--- src/rtl/regfile_pkg.sv ---
// rtl/regfile_pkg.sv - shared types, widths and helpers for the register-file arbiter
package regfile_pkg;

    localparam int ADDR_W  = 3;
    localparam int DATA_W  = 8;
    localparam int N_REQ   = 2;
    localparam int N_ENTRY = 8;

    typedef enum logic [1:0] {
        IDLE  = 2'd0,
        WRITE = 2'd1,
        READ  = 2'd2,
        RESP  = 2'd3
    } state_e;

    // One-hot cell enable for an entry address
    function automatic logic [N_ENTRY-1:0] onehot_addr(input logic [ADDR_W-1:0] a);
        logic [N_ENTRY-1:0] v;
        v    = '0;
        v[a] = 1'b1;
        return v;
    endfunction

endpackage

--- src/rtl/rr_arb2.sv ---
// rtl/rr_arb2.sv - two-way round-robin arbiter with optional lock-owner priority
module rr_arb2
    import regfile_pkg::*;
(
    input  logic [N_REQ-1:0] req_i,
    input  logic             last_i,
    input  logic             lock_vld_i,
    input  logic             lock_own_i,
    output logic [N_REQ-1:0] gnt_o
);

    // Lone requester always wins; on a tie the lock owner wins, else the one not last granted
    always_comb begin
        gnt_o = '0;
        case (req_i)
            2'b01:   gnt_o = 2'b01;
            2'b10:   gnt_o = 2'b10;
            2'b11: begin
                if (lock_vld_i) begin
                    gnt_o = lock_own_i ? 2'b10 : 2'b01;
                end else begin
                    gnt_o = last_i ? 2'b01 : 2'b10;
                end
            end
            default: gnt_o = '0;
        endcase
    end

endmodule

--- src/rtl/regfile_arb.sv ---
// rtl/regfile_arb.sv - two-requester register-file access arbiter; REGFILE_ARB_LOCK_EN adds requester locking
module regfile_arb
    import regfile_pkg::*;
(
    input  logic                CLK_i,
    input  logic                RES_i,
    input  logic [N_REQ-1:0]    REQ_i,
    input  logic [N_REQ-1:0]    WE_i,
    input  logic [ADDR_W-1:0]   ADDR0_i,
    input  logic [ADDR_W-1:0]   ADDR1_i,
    input  logic [DATA_W-1:0]   WDATA0_i,
    input  logic [DATA_W-1:0]   WDATA1_i,
`ifdef REGFILE_ARB_LOCK_EN
    input  logic [N_REQ-1:0]    LOCK_i,
`endif
    output logic [N_REQ-1:0]    GNT_o,
    output logic [N_REQ-1:0]    RVALID_o,
    output logic [DATA_W-1:0]   RDATA_o,
    output logic [N_ENTRY-1:0]  RF_EN_o,
    output logic [DATA_W-1:0]   RF_WDATA_o,
    output logic [ADDR_W-1:0]   RF_RSEL_o,
    input  logic [DATA_W-1:0]   RF_RDATA_i,
    output logic                BUSY_o
);

    state_e              state_q, state_d;
    logic                owner_q, owner_d;
    logic                we_q, we_d;
    logic [ADDR_W-1:0]   addr_q, addr_d;
    logic [DATA_W-1:0]   wdata_q, wdata_d;
    logic [DATA_W-1:0]   rdata_q, rdata_d;
    logic                last_q, last_d;

    logic [N_REQ-1:0]    arb_gnt;
    logic                grant_any;
    logic                gidx;
    logic                lock_eff;
    logic                lock_own;

    // Arbitration only happens in IDLE and never while reset is held
    assign grant_any = (state_q == IDLE) && (|REQ_i) && !RES_i;
    assign gidx      = arb_gnt[1];

`ifdef REGFILE_ARB_LOCK_EN
    logic lock_vld_q, lock_vld_d;
    logic lock_own_q, lock_own_d;

    // Owner priority applies only while the owner still asserts its lock
    assign lock_eff = lock_vld_q && LOCK_i[lock_own_q];
    assign lock_own = lock_own_q;

    // Take ownership on a locked grant; drop it on any grant once the owner releases
    always_comb begin
        lock_vld_d = lock_vld_q;
        lock_own_d = lock_own_q;
        if (grant_any) begin
            if (LOCK_i[gidx]) begin
                lock_vld_d = 1'b1;
                lock_own_d = gidx;
            end else if (lock_vld_q && !LOCK_i[lock_own_q]) begin
                lock_vld_d = 1'b0;
            end
        end
    end

    // Lock owner registers
    always_ff @(posedge CLK_i) begin
        if (RES_i) begin
            lock_vld_q <= 1'b0;
            lock_own_q <= 1'b0;
        end else begin
            lock_vld_q <= lock_vld_d;
            lock_own_q <= lock_own_d;
        end
    end
`else
    assign lock_eff = 1'b0;
    assign lock_own = 1'b0;
`endif

    rr_arb2 u_arb (
        .req_i      (REQ_i),
        .last_i     (last_q),
        .lock_vld_i (lock_eff),
        .lock_own_i (lock_own),
        .gnt_o      (arb_gnt)
    );

    // Next state, latched operation and registered-read capture
    always_comb begin
        state_d = state_q;
        owner_d = owner_q;
        we_d    = we_q;
        addr_d  = addr_q;
        wdata_d = wdata_q;
        rdata_d = rdata_q;
        last_d  = last_q;
        case (state_q)
            IDLE: begin
                if (grant_any) begin
                    owner_d = gidx;
                    last_d  = gidx;
                    we_d    = WE_i[gidx];
                    addr_d  = gidx ? ADDR1_i : ADDR0_i;
                    wdata_d = gidx ? WDATA1_i : WDATA0_i;
                    state_d = WE_i[gidx] ? WRITE : READ;
                end
            end
            WRITE: state_d = IDLE;
            READ: begin
                rdata_d = RF_RDATA_i;
                state_d = RESP;
            end
            RESP:    state_d = IDLE;
            default: state_d = IDLE;
        endcase
    end

    // State and datapath registers
    always_ff @(posedge CLK_i) begin
        if (RES_i) begin
            state_q <= IDLE;
            owner_q <= 1'b0;
            we_q    <= 1'b0;
            addr_q  <= '0;
            wdata_q <= '0;
            rdata_q <= '0;
            last_q  <= 1'b1;
        end else begin
            state_q <= state_d;
            owner_q <= owner_d;
            we_q    <= we_d;
            addr_q  <= addr_d;
            wdata_q <= wdata_d;
            rdata_q <= rdata_d;
            last_q  <= last_d;
        end
    end

    // Per-state outputs; reset forces every strobe low, including an in-flight write
    always_comb begin
        GNT_o      = '0;
        RVALID_o   = '0;
        RF_EN_o    = '0;
        RF_WDATA_o = '0;
        RF_RSEL_o  = '0;
        BUSY_o     = 1'b0;
        if (!RES_i) begin
            BUSY_o = (state_q != IDLE);
            case (state_q)
                IDLE:  GNT_o = grant_any ? arb_gnt : '0;
                WRITE: begin
                    RF_EN_o    = onehot_addr(addr_q);
                    RF_WDATA_o = wdata_q;
                end
                READ:  RF_RSEL_o = addr_q;
                RESP:  RVALID_o[owner_q] = 1'b1;
                default: ;
            endcase
        end
    end

    assign RDATA_o = rdata_q;

endmodule

--- config.mk ---
export PLATFORM = sky130hd
export DESIGN_NAME = regfile_arb
export DESIGN_NICKNAME = d
export VERILOG_FILES = /design/src/rtl/regfile_pkg.sv /design/src/rtl/rr_arb2.sv /design/src/rtl/regfile_arb.sv
export SDC_FILE = /design/constraint.sdc
export NUM_CORES = 1
export LEC_CHECK = 0
export ABC_AREA = 0
export CAP_MARGIN = 20
export CORE_AREA = 2 2 63 65
export CTS_CLUSTER_SIZE = 28
export DETAILED_ROUTE_END_ITERATION = 8
export DIE_AREA = 0 0 65 67
export MAX_ROUTING_LAYER = met4
export PLACE_DENSITY = 0.8
export SYNTH_ARGS = -nofsm -noshare
export SYNTH_HDL_FRONTEND = slang
export SYNTH_SLANG_ARGS = --single-unit
--- constraint.sdc ---
create_clock -name CLK_i -period 1.4 [get_ports CLK_i]
set_clock_uncertainty 0.2 [all_clocks]
set_input_delay 0.21 -clock CLK_i [delete_from_list [all_inputs] [get_ports CLK_i]]
set_output_delay 0.21 -clock CLK_i [all_outputs]
set_load 0.005 [all_outputs]
# == After elaboration in Yosys (flattened, before gate mapping) ==
# Cells that the tools add are included.
# totals
register_bits,23
input_bits,36
output_inout_bits,32
wordCells,53
# classes
order_cmp,5
n_eq_ne,7
mux,25
reduce_logical,10
# op_table
op,n
$mux 8,5
$mux 2,8
$pmux 2 s3,2
$mux 3,3
$eq 2x2->1 const B,4
$mux 1,5
$eq 2x1->1 const B,2
$logic_and 1x1->1,4
$lt 1x2->1 const B,2
$lt 3x4->1 const B,1
$reduce_or 2->1,2
$demux 1 s3,1
$ge 3x1->1 const B,1
$logic_not 2->1,1
$ne 2x2->1 const B,1
$reduce_and 2->1,1
$reduce_bool 2->1,1
$demux 1 s1,1
$ge 1x1->1 const B,1
$logic_not 1->1,1

# == Longest topological paths before layout ==
# depth
depth_word,7
ltp_mapped,5
depth_no_buf,3

# == Modules after synthesis ==
# Synthesis repeated with hierarchy kept, for this count alone.
# unflattened
hier_cells,130
hier_area_um2,1174.9
# modules_own_cells
mod,instances,cells_each,area_per_inst_um2,seq_area_each_um2
regfile_arb,1,125,1144.8,460.4
rr_arb2,1,5,30.0,0.0

# == Worst setup path before layout ==
# No wires, ideal clock.
# synth_path
path_kind,register to output
from,reg state_q[0]
to,out RF_EN_o[1]
arrival_time_ns,1.031
t_required_ns,0.990
path_slack_ns,-0.041
stages_incl_launch_ff,4
path_buffers,0
cell_sequence,dfxtp_1 nor3b_4 nand2_1 nor3_1
# synth_via
elab_chain_len,3
# synth_rtl
item,line,text
start: declaration,regfile_arb.sv:26,"state_e state_q, state_d;"
start signal: assignment,regfile_arb.sv:130,state_q <= state_d;
$eq 2x1->1,regfile_arb.sv:150,case (state_q)
$mux 8,regfile_arb.sv:150,
$mux 8,regfile_arb.sv:148,if (!RES_i) begin
end: declaration,regfile_arb.sv:19,"output logic [N_ENTRY-1:0] RF_EN_o,"
# No other way between the ends.

# == Final worst setup path ==
# layout_path
from,reg state_q[1]
to,out RF_WDATA_o[0]
# layout_via
elab_chain_len,3
# layout_rtl
item,line,text
$eq 2x1->1,regfile_arb.sv:150,
$mux 8,regfile_arb.sv:150,
$mux 8,regfile_arb.sv:148,
end: declaration,regfile_arb.sv:20,"output logic [DATA_W-1:0] RF_WDATA_o,"
# No other way between the ends.

==> impl_metrics.json <==
{
  "ir_drop_uv": 388,
  "place_hpwl_um": 2660,
  "startpoint": "state_q[1]$_SDFFE_PP0P_",
  "async_flop_share_pct": 0,
  "cp.arrival_ps": 1410,
  "drc": 0,
  "tritoncts": "done",
  "fillers": 259,
  "path_clk_slew_ps": 80,
  "dieArea_um2": 4360,
  "tightest_slew_ps": 317,
  "ys_seq_area_share_pct": 37.1,
  "crit_type": "reg2out",
  "die_h_um": 67,
  "vias_per_cell": 4.96,
  "worstHoldStart": "RDATA_o[5]$_SDFFE_PP0P_",
  "clock_latency_ps": 260,
  "reg2reg_depth": 8,
  "postRouteAntennaNets": 0,
  "cp_max_fo": 5,
  "slew_violations": 0,
  "seqCellArea_um2": 477,
  "critPathRequiredTime_ps": 990,
  "fmaxAchievable_mhz": 549,
  "startpoint_type": "flip-flop",
  "yosys_warnings": 0,
  "ys_seq_elements": 23,
  "track_usage_pct": 20.3,
  "hold_depth": 2,
  "synthesis.area_um2": 1240,
  "dieWidth_um": 65,
  "portBuffers": 67,
  "synthDistinctLibCells": 30,
  "setup_ws_ps": -423,
  "routed_wl_um": 4730,
  "holdCritPathClass": "reg2reg",
  "synth_area_per_cell_um2": 8.10,
  "synth_edf_count": 0,
  "clockRootBuffer": "clkbuf_8",
  "drive_above_1_share_pct": 58.4,
  "clock-sinks": 23,
  "antenna_found_initial": 0,
  "core-area_um2": 3610,
  "placementRows": 22,
  "endpoint_kind": "primary output",
  "nets": 294,
  "rsz0062_at_grt": "true",
  "r2r_end": "owner_q$_SDFFE_PP0P_",
  "violations": "negative setup slack",
  "firstDrtPassIters": 4,
  "finalCriticalPeriod_ps": 1820,
  "grt_pass1_vias": 1493,
  "grt_max_degree": 16,
  "r2r_slack_ps": -270,
  "cts_buffer_depth": 2,
  "area_growth_syn_to_layout_pct": 111,
  "hold_viol_final": 0,
  "drt_iter0_drc": 54,
  "ctsHoldBuffers": 0,
  "multiInputGateArea_um2": 977,
  "antennaDiodeCount": 0,
  "final-setup-viol-count": 46,
  "layout_common_cells": "32 x buf_6, 32 x clkdlybuf4s50_1, 28 x nand2_1",
  "maxCapViolCount": 0,
  "relSlewSlack_pct": 78.9,
  "start_util_pct": 34.4,
  "grt_overflow": 0,
  "outcome": "finished with violations",
  "period_share_pct": 130,
  "whs_endpoint": "RDATA_o[5]$_SDFFE_PP0P_",
  "post_dp_cell_area_um2": 2070,
  "finish.instance_area_um2": 2610,
  "finish.utilization_pct": 72.5,
  "numCtsBuffers": 3,
  "r2r-start": "state_q[1]$_SDFFE_PP0P_",
  "htreeDepth": 1,
  "leakage_nw": 1.11,
  "power_density_nw_per_um2": 802,
  "io_pins": 68,
  "synth-main-ff-cell": "dfxtp_1",
  "place_congestion": 0.806,
  "synth_nets": 189,
  "grt_pass1_wl_um": 6640,
  "synthCells": 153,
  "wl_per_cell_um": 15.5,
  "post-place-ws_ps": -794,
  "vias": 1514
}
-- worst max path at each step --
stage	slack [ps]	cells after the start	endpoint
after global routing	-460	6	RF_WDATA_o[2]
after detailed placement	-790	5	RF_WDATA_o[1]
after CTS	-400	6	RF_WDATA_o[0]
after floorplan	40	3	RF_EN_o[1]
after global placement	-770	5	RF_EN_o[1]
final	-420	6	RF_WDATA_o[0]
-- sequential cells by signal (all words and copies together), names as in the netlist --
register / count
owner_q: 1
addr_q: 3
state_q: 2
RDATA_o: 8
last_q: 1
wdata_q: 8
-- cells by family after synthesis --
family	after synthesis	synth area share, %
AOI/OAI and AO/OA	38	24.7
buffers and inverters	13	5.65
DFF	23	37.1
muxes	1	0.908
and+or+nand+nor	78	31.6
-- critical path, stage by stage, from the launching register on --
cell	delay, ps
dfxtp_4	380
nor3b_4	210
buf_6	130
buf_6	110
buf_6	100
and2_4	130
buf_6	80
-- cell usage after synthesis (all sizes together) (2+ instances only) --
library cell  count  area share (%)
nor2              6             2.4
a21oi            22             8.9
buf               8             4.1
and3              5             2.5
dfxtp            23              37
nand2            41              12
a311oi           11              13
nand2b            4             2.0
nor3b             2             2.1
nor3              5             2.0
clkbuf            3            0.91
and2              9             4.7
o21ai             2            0.81
inv               2            0.61
-- per-layer routing --
layer	vias up	GRT usage, %	share of wire (%)
met4	0	3.99	1.2
met1	707	21.7	40
met5	-	-	0
li1	739	-	-
met2	61	38.7	52
met3	7	4.39	6.6
-- stage by stage --
step / instances / setup TNS, ps / hold slack [ps] / total power, mW
detailed placement: 278 / -22630 / 247 / 1.34
global placement: 278 / -22010 / 243 / 1.33
finish: 305 / -10400 / 259 / 2.10
CTS: 300 / -8330 / 249 / 1.90
floorplan: 153 / 0 / 146 / 1.07
global route: 305 / -12580 / 281 / 2.20
-- area by class of cell --
| type | count | share of cell area, % |
|---|---|---|
| multi-input cells | 117 | 37.4 |
| clock buffers | 4 | 1.72 |
| well taps | 48 | 2.30 |
| flip-flops and latches | 23 | 18.2 |
| repair buffers | 111 | 40.0 |
| inverters | 2 | 0.383 |
-- what timing repair did --
action | CTS | global route
pin swaps | 20 | 36
gates cloned | 2 | 1
setup buffers | 17 | 12
gates resized for setup | 180 | 50
setup endpoints to repair | 45 | 46
-- where the power goes --
group	total, mW	leakage, nW	internal [mW]	switching, mW
Sequential	0.800	0.193	0.727	0.0731
Combinational	0.877	0.897	0.510	0.367
Clock	0.418	0.0228	0.203	0.214
Total	2.10	1.11	1.44	0.655
No activity file was read; power rests on OpenSTA's default activity.
